===== config.mk =====
export PLATFORM = sky130hd
export DESIGN_NAME = forward_hazard_unit
export DESIGN_NICKNAME = d
export VERILOG_FILES = /design/src/rtl/hazard_pkg.sv /design/src/rtl/dest_track_pipe.sv /design/src/rtl/forward_hazard_unit.sv
export SDC_FILE = /design/constraint.sdc
export NUM_CORES = 1
export LEC_CHECK = 0
export CAP_MARGIN = 15
export CORE_ASPECT_RATIO = 1.4
export CORE_MARGIN = 4
export CORE_UTILIZATION = 25
export CTS_CLUSTER_DIAMETER = 150
export CTS_CLUSTER_SIZE = 12
export DETAILED_ROUTE_END_ITERATION = 10
export GPL_TIMING_DRIVEN = 0
export PLACE_DENSITY_LB_ADDON = 0.12
export SETUP_SLACK_MARGIN = 0.15
export SLEW_MARGIN = 15
export SYNTH_ARGS = -nofsm -noshare
export SYNTH_HDL_FRONTEND = slang
export SYNTH_SLANG_ARGS = --single-unit

===== constraint.sdc =====
create_clock -name clk -period 2 [get_ports clk]
set_input_delay 0.4 -clock clk [delete_from_list [all_inputs] [get_ports clk]]
set_output_delay 0.4 -clock clk [all_outputs]
set_load 0.02 [all_outputs]

===== src/rtl/hazard_pkg.sv =====
// Shared types for the forwarding / load-use hazard unit.
// Destination-tracking entry, stall FSM states, register constants.
package hazard_pkg;

  localparam int REG_ADDR_W = 5;

  localparam logic [REG_ADDR_W-1:0] ZERO_REG = '0;

  typedef struct packed {
    logic                  valid;
    logic [REG_ADDR_W-1:0] rd;
    logic                  RegWrite;
    logic                  MemRead;
  } dest_ent_t;

  localparam dest_ent_t ENT_NONE = '0;

  typedef enum logic {
    RUN,
    STALL
  } stall_state_t;

endpackage


===== src/rtl/dest_track_pipe.sv =====
// Two-entry E/M destination tracker: clk, rst (async active-low),
// advance/bubble/flush controls, d_ent in, e_ent/m_ent out.
module dest_track_pipe
  import hazard_pkg::*;
(
  input  logic      clk,
  input  logic      rst,
  input  logic      advance,
  input  logic      bubble,
  input  logic      flush,
  input  dest_ent_t d_ent,
  output dest_ent_t e_ent,
  output dest_ent_t m_ent
);

  logic kill;

  assign kill = bubble | flush;

  // M always receives whatever was in E; a killed slot enters E empty.
  always_ff @(posedge clk or negedge rst) begin
    if (!rst) begin
      e_ent <= ENT_NONE;
      m_ent <= ENT_NONE;
    end else if (advance | kill) begin
      m_ent <= e_ent;
      e_ent <= kill ? ENT_NONE : d_ent;
    end
  end

endmodule


===== src/rtl/forward_hazard_unit.sv =====
// Forward flags for E operands plus load-use stall/bubble control.
// In: clk, rst, D fields, E_branch_taken. Out: 4 flags, D_stall, E_bubble.
module forward_hazard_unit #(
  parameter int REG_ADDR_W        = 5,
  parameter int LOAD_STALL_CYCLES = 1
) (
  input  logic                  clk,
  input  logic                  rst,
  input  logic                  D_valid,
  input  logic [REG_ADDR_W-1:0] D_rs1,
  input  logic [REG_ADDR_W-1:0] D_rs2,
  input  logic                  D_use_rs1,
  input  logic                  D_use_rs2,
  input  logic [REG_ADDR_W-1:0] D_rd,
  input  logic                  D_RegWrite,
  input  logic                  D_MemRead,
  input  logic                  E_branch_taken,
  output logic                  E_rs1_forward,
  output logic                  E_rs2_forward,
  output logic                  M_rs1_forward,
  output logic                  M_rs2_forward,
  output logic                  D_stall,
  output logic                  E_bubble
);

  import hazard_pkg::*;

  localparam logic [1:0] CNT_INIT =
    2'(LOAD_STALL_CYCLES - 1);

  dest_ent_t    d_ent;
  dest_ent_t    e_ent;
  dest_ent_t    m_ent;
  stall_state_t state;
  logic [1:0]   cnt;

  logic hit_e1, hit_e2;
  logic hit_m1, hit_m2;
  logic load_use;
  logic in_stall;
  logic kill;
  logic e1_nxt, e2_nxt;
  logic m1_nxt, m2_nxt;
  logic unused_m_ld;

  function automatic logic hit(
    input logic                  use_s,
    input logic [REG_ADDR_W-1:0] s,
    input dest_ent_t             ent
  );
    return use_s & ent.valid & ent.RegWrite
         & (ent.rd == s) & (s != ZERO_REG);
  endfunction

  assign d_ent = '{
    valid:    D_valid,
    rd:       D_rd,
    RegWrite: D_RegWrite,
    MemRead:  D_MemRead
  };

  assign unused_m_ld = m_ent.MemRead;

  assign hit_e1 = hit(D_use_rs1, D_rs1, e_ent);
  assign hit_e2 = hit(D_use_rs2, D_rs2, e_ent);
  assign hit_m1 = hit(D_use_rs1, D_rs1, m_ent);
  assign hit_m2 = hit(D_use_rs2, D_rs2, m_ent);

  assign load_use = D_valid & e_ent.MemRead
                  & (hit_e1 | hit_e2);

  assign in_stall = (state == STALL) | load_use;
  assign kill     = E_branch_taken | in_stall;

  assign D_stall  = in_stall & ~E_branch_taken;
  assign E_bubble = kill;

  // A load in E never forwards from E; that case stalls instead.
  assign e1_nxt = D_valid & hit_e1 & ~e_ent.MemRead;
  assign e2_nxt = D_valid & hit_e2 & ~e_ent.MemRead;
  assign m1_nxt = D_valid & hit_m1 & ~e1_nxt;
  assign m2_nxt = D_valid & hit_m2 & ~e2_nxt;

  dest_track_pipe u_track (
    .clk     (clk),
    .rst     (rst),
    .advance (1'b1),
    .bubble  (in_stall),
    .flush   (E_branch_taken),
    .d_ent   (d_ent),
    .e_ent   (e_ent),
    .m_ent   (m_ent)
  );

  always_ff @(posedge clk or negedge rst) begin
    if (!rst) begin
      E_rs1_forward <= 1'b0;
      E_rs2_forward <= 1'b0;
      M_rs1_forward <= 1'b0;
      M_rs2_forward <= 1'b0;
    end else if (kill) begin
      E_rs1_forward <= 1'b0;
      E_rs2_forward <= 1'b0;
      M_rs1_forward <= 1'b0;
      M_rs2_forward <= 1'b0;
    end else begin
      E_rs1_forward <= e1_nxt;
      E_rs2_forward <= e2_nxt;
      M_rs1_forward <= m1_nxt;
      M_rs2_forward <= m2_nxt;
    end
  end

  // The detect cycle is the first bubble, so the counter
  // holds the number of bubbles still owed after it.
  always_ff @(posedge clk or negedge rst) begin
    if (!rst) begin
      state <= RUN;
      cnt   <= 2'd0;
    end else if (E_branch_taken) begin
      state <= RUN;
      cnt   <= 2'd0;
    end else if (state == STALL) begin
      cnt <= cnt - 2'd1;
      if (cnt == 2'd1) state <= RUN;
    end else if (load_use) begin
      cnt   <= CNT_INIT;
      state <= (LOAD_STALL_CYCLES > 1) ? STALL : RUN;
    end
  end

endmodule


Word-level counts from Yosys, hierarchy flattened
Index checks and enable logic that the tools add are counted.
{"block": "op_classes", "eq_ne": 5, "bitwise": 34, "n_addsub": 1, "mux": 11, "reduce_logical": 3}
{"cell": "$and 1x1->1", "n": 27}
{"cell": "$eq 5x5->1", "n": 4}
{"cell": "$reduce_bool 5->1", "n": 2}
{"cell": "$mux 8", "n": 1}
{"cell": "$mux 1", "n": 7}
{"cell": "$mux 2", "n": 3}
{"cell": "$not 1->1", "n": 4}
{"cell": "$or 1x1->1", "n": 3}
{"cell": "$reduce_bool 3->1", "n": 1}
{"cell": "$eq 2x1->1 const B", "n": 1}
{"cell": "$sub 2x1->2 const B", "n": 1}
{"block": "totals", "output_inout_bits": 6, "in_bits": 23, "register_bits": 22}

Depth between registers and ports, before layout
Gate-level depths: netlist (run 1).
{"block": "depth", "word_depth": 9, "depth_mapped": 5}

Hierarchy
From an unflattened synthesis (run 1), not the netlist that was laid out.
{"block": "unflattened", "hier_cells": 112, "hier_area_um2": 1282.5}
{"mod": "forward_hazard_unit", "cells_each": 68, "area_per_inst_um2": 644.4, "instances": 1}
{"mod": "dest_track_pipe", "cells_each": 44, "area_per_inst_um2": 638.1, "instances": 1}

Worst setup path after synthesis (run 1)
OpenSTA, ideal clock, no wires.
{"block": "synth_path", "path_kind": "register to output", "start": "reg, netlist name u_track.e_ent[2]", "end": "out D_stall", "arrival_time_ps": 1667, "required_time_ps": 1600, "stages_incl_launch_ff": 6, "path_buffers": 0, "setup_slack_ps": -67, "cell_sequence": "dfrtp_1 xnor2_1 nand4_1 or4_4 a21o_4 a21oi_2"}
{"block": "synth_via", "elab_chain_cells": 7, "word_cells_on_any_way": 10}
{"element": "$eq 5x5->1", "line": "forward_hazard_unit.sv:52", "rtl": "& (ent.rd == s) & (s != ZERO_REG);"}
{"element": "$and 1x1->1 (2 in a row)", "line": "forward_hazard_unit.sv:52"}
{"element": "$or 1x1->1 *", "line": "forward_hazard_unit.sv:70", "rtl": "& (hit_e1 | hit_e2);"}
{"element": "$and 1x1->1 *", "line": "forward_hazard_unit.sv:70"}
{"element": "$or 1x1->1 *", "line": "forward_hazard_unit.sv:72", "rtl": "assign in_stall = (state == STALL) | load_use;"}
{"element": "$and 1x1->1 *", "line": "forward_hazard_unit.sv:75", "rtl": "assign D_stall = in_stall & ~E_branch_taken;"}
{"element": "end, declared", "line": "forward_hazard_unit.sv:22", "rtl": "output logic D_stall,"}
Every way passes the cells marked *; elsewhere a longest branch is shown, timed or not.

Worst setup path in the final report (run 1)
{"block": "layout_path", "start": "in D_use_rs2", "end": "out D_stall"}
{"block": "layout_via", "elab_chain_cells": 8}
{"element": "start, declared", "line": "forward_hazard_unit.sv:13", "rtl": "input logic D_use_rs2,"}
{"element": "$and 1x1->1 (2 in a row)", "line": "forward_hazard_unit.sv:51", "rtl": "return use_s & ent.valid & ent.RegWrite"}
{"element": "$and 1x1->1 (2 in a row)", "line": "forward_hazard_unit.sv:52"}
{"element": "$or 1x1->1", "line": "forward_hazard_unit.sv:70"}
{"element": "$and 1x1->1", "line": "forward_hazard_unit.sv:70"}
{"element": "$or 1x1->1", "line": "forward_hazard_unit.sv:72"}
{"element": "$and 1x1->1", "line": "forward_hazard_unit.sv:75"}
Every way passes these cells.

==> results of run 1 <==
## power breakdown
group | leakage, nW | switching, mW | internal [mW] | total, mW
sequential | 0.291 | 0.0162 | 0.463 | 0.479
clock | 0.0288 | 0.132 | 0.175 | 0.307
combinational | 0.345 | 0.0577 | 0.0775 | 0.135
total | 0.664 | 0.206 | 0.716 | 0.922
## sequential cells by signal, summed over array words and instances (netlist names)
register	cells
u_track.e_ent	8
u_track.m_ent	7
cnt	2
E_rs1_forward	1
E_rs2_forward	1
M_rs1_forward	1
M_rs2_forward	1
state	1
## cell families (layout without fill, tap and decap cells)
group | count (synthesis) | count (layout) | share of synthesized area [%]
compound gates | 11 | 11 | 7.81
buf+inv | 4 | 43 | 1.46
fa+ha+maj | 1 | 1 | 1.22
simple gates | 31 | 31 | 17.8
flops | 22 | 22 | 53.7
xor+xnor | 21 | 21 | 17.9
## cells in the final DEF, fill, tap and decap left out, types with 2 or more instances in the layout
cell type,count
a211oi_1,2
and3_1,2
and3_4,5
buf_4,5
buf_6,4
clkbuf_8,4
clkdlybuf4s15_1,2
clkdlybuf4s50_1,15
dfrtp_1,22
dlygate4sd2_1,8
inv_1,3
nand2_1,5
nand3_1,2
nand4_1,3
nor3_1,3
o21ai_0,2
o21ai_2,2
or4_4,4
xnor2_1,11
xor2_1,9
## how the worst max path moves through the flow
stage                          to  slack [ns]  depth (start not counted)
after floorplan           D_stall        0.03                          5
after global placement    D_stall       -1.16                          7
after detailed placement  D_stall       -1.16                          7
after CTS                 D_stall       -0.39                          6
after global routing      D_stall       -0.42                          6
final                     D_stall       -0.38                          6
## stage by stage
stage / total power [mW] / hold WS, ns / std cells / cell area (um2) / util [%]
2_1_floorplan: 0.537 / 0.104 / 90 / 1030 / -
3_3_place_gp: 0.613 / 0.358 / 161 / 1370 / 34.6
3_5_place_dp: 0.613 / 0.365 / 161 / 1370 / 34.6
4_1_cts: 0.923 / 0.383 / 170 / 1450 / 36.8
5_1_grt: 0.975 / 0.394 / 172 / 1540 / 38.8
6_report: 0.922 / 0.380 / 172 / 1540 / 38.8
## final cells by class
cell class | count | area [um2]
repair buffers | 35 | 335
multi-input cells | 64 | 526
inverters | 3 | 11.3
well taps | 43 | 53.8
clock buffers | 4 | 55.1
flip-flops and latches | 22 | 551
plain buffers | 1 | 3.75
fillers | 397 | 2420
## Yosys cell counts, types with 2 or more instances
library cell,instances
a211oi_1,2
nor4_1,2
or4_1,2
nand4_1,3
dfrtp_1,22
and3_1,7
inv_1,3
o21ai_0,2
nand3_1,2
xor2_1,9
nand2_1,6
o21ai_1,2
or4_4,2
xnor2_1,12
nor3_1,3
## repair_timing
| action | 4_1_cts | 5_1_grt |
|---|---|---|
| endpoints found under the hold margin | 0 | 0 |
| setup endpoints to repair | 14 | 13 |
| setup buffers | 5 | 2 |
| cloned | 0 | 0 |
| pin swaps | 5 | 7 |
| resized for setup | 24 | 16 |
## routing by layer
metal,up-vias,share of wire (%),global-route usage (%)
met4,0,1.9,4.93
met2,20,51,15.7
li1,395,-,-
met1,396,42,11.5
met3,4,4.5,2.83
met5,-,0,0
## worst max-delay path: stages
cell,delay (ns)
clkdlybuf4s50_1,0.47
o21ai_2,0.06
or4_4,0.55
a21o_4,0.26
a21oi_4,0.12
buf_6,0.12
==> impl_results.rst, run 1 <==
.. list-table::
   :header-rows: 1

   * - Metric
     - Value
   * - Minimum clock period
     - 2.38 ns
   * - Flip-flop and latch count after synthesis
     - 22
   * - Buffer cell driving the clock tree root
     - clkbuf_8
   * - Antenna violations before repair
     - 0
   * - Worst reg2reg path startpoint
     - u_track.e_ent[4]
   * - Data arrival time of the critical path
     - 1.98 ns
   * - Reg-to-reg endpoint
     - u_track.e_ent[3]
   * - Last weighted congestion value of the routability-driven placer
     - 0.768
   * - Worst-case register-to-register setup slack
     - 0.04 ns
   * - Pin count of the biggest net entering global routing
     - 23
   * - Total power divided by cell area
     - between 600 and 700 mW/mm2
   * - Number of DRC violations after detailed routing
     - 0
   * - Starting density of the core
     - 25.9%
   * - Endpoint required time on the critical path
     - between 1.5 and 2 ns
   * - Outcome
     - finished with violations
   * - Crit path capture type
     - output port
   * - Diode insertion count for antenna repair
     - 0
   * - Final routed wirelength across all metal layers
     - 2.27 mm
   * - Post-DP HPWL
     - 1.74 mm
   * - Unique cell type count in the Yosys netlist
     - 26
   * - Relative slew margins
     - 36.0%
   * - Layout Area Growth over Synthesis
     - 49.8%
   * - Timing-limited maximum frequency
     - 420 MHz
   * - Main synth FF type
     - dfrtp_1
   * - Pre-CTS setup slack
     - -1.16 ns
   * - Vias per Instance
     - 4.74
   * - Die area
     - 0.00520 mm2
   * - Worst-skew pair later-pin latency
     - 0.26 ns
   * - Violated checks
     - setup timing
   * - CTS tree
     - done
   * - Placement Rows
     - 27
   * - Floorplan Core Area
     - 0.00395 mm2
   * - Seq/Total Area, Yosys
     - 53.7%
   * - EDFF count, synth
     - 0
   * - Total global-route track usage
     - roughly 10%
   * - Total of hold buffers inserted after clock tree synthesis
     - 0
   * - Total clock buffers created by CTS
     - 3
   * - Max-capacitance violation count
     - 0
   * - Hold_sp
     - u_track.e_ent[7]
   * - Number of hold-slack violations in the final timing report
     - 0
   * - Antenna-violating nets left
     - 0
   * - Final worst path period share
     - 119%
   * - IO buf count
     - 28
   * - CP startpoint
     - D_use_rs2
   * - Largest buffer count on any clock path
     - 2
   * - Drt initial violations
     - 2
   * - Aggregate negative setup slack
     - -0.700 ns
   * - Average size of a mapped cell
     - 11.4 um2
   * - Number of slew-limit violations in the final report
     - 0
   * - First-pass iteration count of the detailed router
     - 4
   * - Setup repair after global routing missed its margin
     - true
   * - CTS clk-pin slew, worst paths
     - 0.08 ns
   * - Standby leakage power
     - 0.664 nW
   * - Number of global-route vias before repair
     - ~900
   * - Final Worst Setup Slack
     - -0.381 ns
   * - Average routed wire per standard cell
     - between 10 and 15 um
   * - Number of setup violations in the final report
     - 2
   * - CP startpoint kind
     - input pin
   * - Cell types occupying the most area after synthesis
     - dfrtp_1 (54%), xnor2_1 (10%), xor2_1 (7.7%)
   * - Cell type with the highest aggregate area in the netlist
     - dfrtp_1
   * - Layout cell share with drive strength beyond 1
     - 23.3%
   * - CP Max Fanout
     - 3
   * - Total number of vias
     - 815
   * - Number of nets at the end of the flow
     - 154
   * - Global-route wire length before repair
     - 4.10 mm
   * - Hold endpoint
     - u_track.m_ent[7]
   * - Fraction of synthesis flops using an asynchronous set or reset pin
     - 100%
   * - Width of the die
     - 62.1 um
   * - Reg2reg path depth
     - 7
   * - Worst Clk Skew
     - ~0.0038 ns
   * - Number of warning messages in the yosys log
     - 0
   * - Proportion of netlist area held by the largest area contributor
     - 53.7%
   * - CTS sink cnt
     - 22
   * - Clock H-tree levels
     - 1
   * - Classification of the worst setup path
     - input pin to output port
   * - Remaining global-route overflow
     - 0
   * - Worst hold path stage count
     - 0
   * - Kind of path behind the tightest hold check
     - register to register
   * - Mapped cell area
     - 0.00102 mm2
   * - Highest ir drop seen on vdd
     - 0.285 mV
   * - Total I/O pin count
     - 29
   * - Transition time at the pin with the least slew margin
     - approximately 0.96 ns
   * - Cells after Synth
     - 90
   * - Vertical extent of the die
     - 83.8 um
   * - Post-Syn Nets
     - 114
Power figures use the tool's default switching activity.
==> inputs of run 2 (changes only) <==
==> constraint.sdc (replaced) <==
create_clock -name clk -period 2.85 [get_ports clk]
set_input_delay 0.57 -clock clk [delete_from_list [all_inputs] [get_ports clk]]
set_output_delay 0.57 -clock clk [all_outputs]
set_load 0.02 [all_outputs]
==> impl_results.rst, run 2 (synthesis results as in run 1) <==
.. list-table::
   :header-rows: 1

   * - Metric
     - Value
   * - Top register by number of flip-flops
     - u_track.e_ent
   * - Total I/O pin count
     - 29
   * - Flop pwr share
     - between 50 and 60%
   * - Layout cell share with drive strength beyond 1
     - between 10% and 20%
   * - Number of hold-slack violations in the final timing report
     - 0
   * - Transition time at the pin with the least slew margin
     - around 0.97 ns
   * - Post-DP HPWL
     - approximately 1.8 mm
   * - Buffer cell driving the clock tree root
     - clkbuf_8
   * - Average routed wire per standard cell
     - 13.8 um
   * - CP startpoint kind
     - input pin
   * - Outcome
     - finished clean
   * - Minimum clock period
     - 2.65 ns
   * - Highest metal layer used by the detailed router
     - met4
   * - Layout Area Growth over Synthesis
     - 35.5%
   * - Floorplan Core Area
     - 0.00395 mm2
   * - Vias per Instance
     - 4.66
   * - Most frequent cells in the layout
     - dfrtp_1 (22), clkdlybuf4s50_1 (15), xnor2_1 (12)
   * - Total power divided by cell area
     - 433 mW/mm2
   * - Kind of path behind the tightest hold check
     - register to register
   * - Portion of total power attributed to the clock network
     - 30.2%
   * - Diode insertion count for antenna repair
     - 0
   * - Max-capacitance violation count
     - 0
   * - Highest ir drop seen on vdd
     - 0.202 mV
   * - Net Sw Power
     - 137 uW
   * - Final worst path period share
     - between 90% and 100%
   * - Remaining global-route overflow
     - 0
   * - CTS tree
     - done
   * - # fillers
     - 410
   * - Core Util, Final
     - 35.1%
   * - Relative slew margins
     - 35.5%
   * - Switching Share
     - 22.7%
   * - Data arrival time of the critical path
     - ~2.1 ns
   * - Number of slew-limit violations in the final report
     - 0
   * - Drt initial violations
     - 11
   * - Number of nets at the end of the flow
     - 150
   * - Placed cell count
     - about 160
   * - Pin count of the biggest net entering global routing
     - 23
   * - Worst Clk Skew
     - 0.000544 ns
   * - Starting density of the core
     - about a quarter
   * - Antenna-violating nets left
     - 0
   * - Total clock buffers created by CTS
     - 3
   * - Endpoint required time on the critical path
     - 2.28 ns
   * - Global-route wire length before repair
     - 4.06 mm
   * - Number of DRC violations after detailed routing
     - 0
   * - Antenna violations before repair
     - 0
   * - Standby leakage power
     - 0.613 nW
   * - Total global-route track usage
     - 9.81%
   * - Register area
     - 551 um2
   * - Leading cell type in the layout, fill and taps excluded
     - dfrtp_1
   * - Width of the die
     - 62.1 um
   * - Vertical extent of the die
     - 83.8 um
   * - Largest buffer count on any clock path
     - 2
   * - Crit path capture type
     - output port
   * - Met1 wire length
     - around 880 um
   * - CTS sink cnt
     - 22
   * - Total number of vias
     - 779
   * - Number of global-route vias before repair
     - 912
   * - Area occupied by multi-input gates
     - 478 um2
   * - Placement Rows
     - 27
   * - Power share of the combinational group
     - 13.8%
   * - Number of setup violations in the final report
     - 0
   * - Flip-flop count of the largest register after layout
     - 8
   * - Pint
     - 464 uW
   * - IO buf count
     - 28
   * - Largest regs
     - u_track.e_ent (8), u_track.m_ent (7), cnt (2)
   * - First-pass iteration count of the detailed router
     - 2
   * - Post-layout power
     - 601 uW
   * - Routed met2 length
     - about 1.3 mm
   * - Final Instance Count excl. Fillers
     - roughly 170
   * - Setup repair after global routing missed its margin
     - true
   * - Classification of the worst setup path
     - input pin to output port
   * - Die area
     - 0.00520 mm2
   * - Final routed wirelength across all metal layers
     - 2.30 mm
   * - Clock H-tree levels
     - 1
   * - Last weighted congestion value of the routability-driven placer
     - around 0.71
   * - CP Max Fanout
     - 5
   * - CTS clk-pin slew, worst paths
     - 0.07 ns
   * - Timing-limited maximum frequency
     - 378 MHz
   * - Worst-skew pair later-pin latency
     - about 0.25 ns
   * - Met3 wire len
     - 113 um
==> run 2: cell count changes in the layout (fill, tap and decap cells not counted), sizes merged <==
cell	before	now
clkdlybuf4s15	2	0
buf	9	13
dlymetal6s2s	1	0
dlygate4sd2	8	2
==> run 2: path summary, 6_finish.rpt <==
kind | from | endpoint | slack, ns | depth (start not counted)
setup / recovery | D_use_rs2 | D_stall | 0.20 | 6
hold / removal | u_track.e_ent[1] | u_track.m_ent[1] | 0.37 | 0
setup reg to reg | u_track.e_ent[6] | u_track.e_ent[2] | 0.92 | 6
hold reg to reg | u_track.e_ent[1] | u_track.m_ent[1] | 0.37 | 0
max in group asynchronous | rst | u_track.m_ent[6] | 1.42 | 1
min in group asynchronous | rst | u_track.m_ent[2] | 0.85 | 1
==> run 2: stage by stage <==
step                area, um2  TNS [ns]  hold WS (ns)  setup slack (ns)
finish                   1390         0         0.375             0.202
global route             1390         0         0.388             0.142
CTS                      1380         0         0.377             0.167
detailed placement       1360     -1.27         0.360            -0.682
global placement         1360     -1.30         0.358            -0.689
floorplan                1020         0         0.274             0.465
==> run 2: repair_timing <==
item | in CTS | in global routing
setup endpoints to repair | 2 | 2
pin swaps | 14 | 2
hold buffers | 0 | 0
cloned | 0 | 0
gates resized for setup | 45 | 6
buffers inserted | 3 | 0
==> run 2: per-layer routing <==
layer / track usage (%) / up-vias
met5: 0 / -
met4: 4.73 / 0
met3: 2.70 / 4
met2: 18.2 / 17
met1: 9.71 / 368
li1: - / 390
==> run 2: worst max-delay path, cell delays in order <==
cell and delay, ns:
clkdlybuf4s50_1 0.47, o21ai_2 0.06, or4_4 0.46, a21o_4 0.26
a21oi_2 0.11, buf_4 0.15
==> run 2: area by class of cell <==
cell class | count | area share [%]
Buffer | 1 | 0.270
Clock buffer | 3 | 2.97
Inverter | 3 | 0.811
Multi-Input combinational cell | 64 | 34.4
Sequential cell | 22 | 39.6
Tap cell | 43 | 3.87
Timing Repair Buffer | 31 | 18.0
==> run 2: power by group through the flow <==
stage	logic, mW	registers (mW)	clock network [mW]
after floorplan	0.0369	0.340	0
after global placement	0.0875	0.342	0
after detailed placement	0.0882	0.343	0
after CTS	0.0824	0.337	0.191
after global routing	0.0941	0.338	0.206
final	0.0831	0.337	0.182
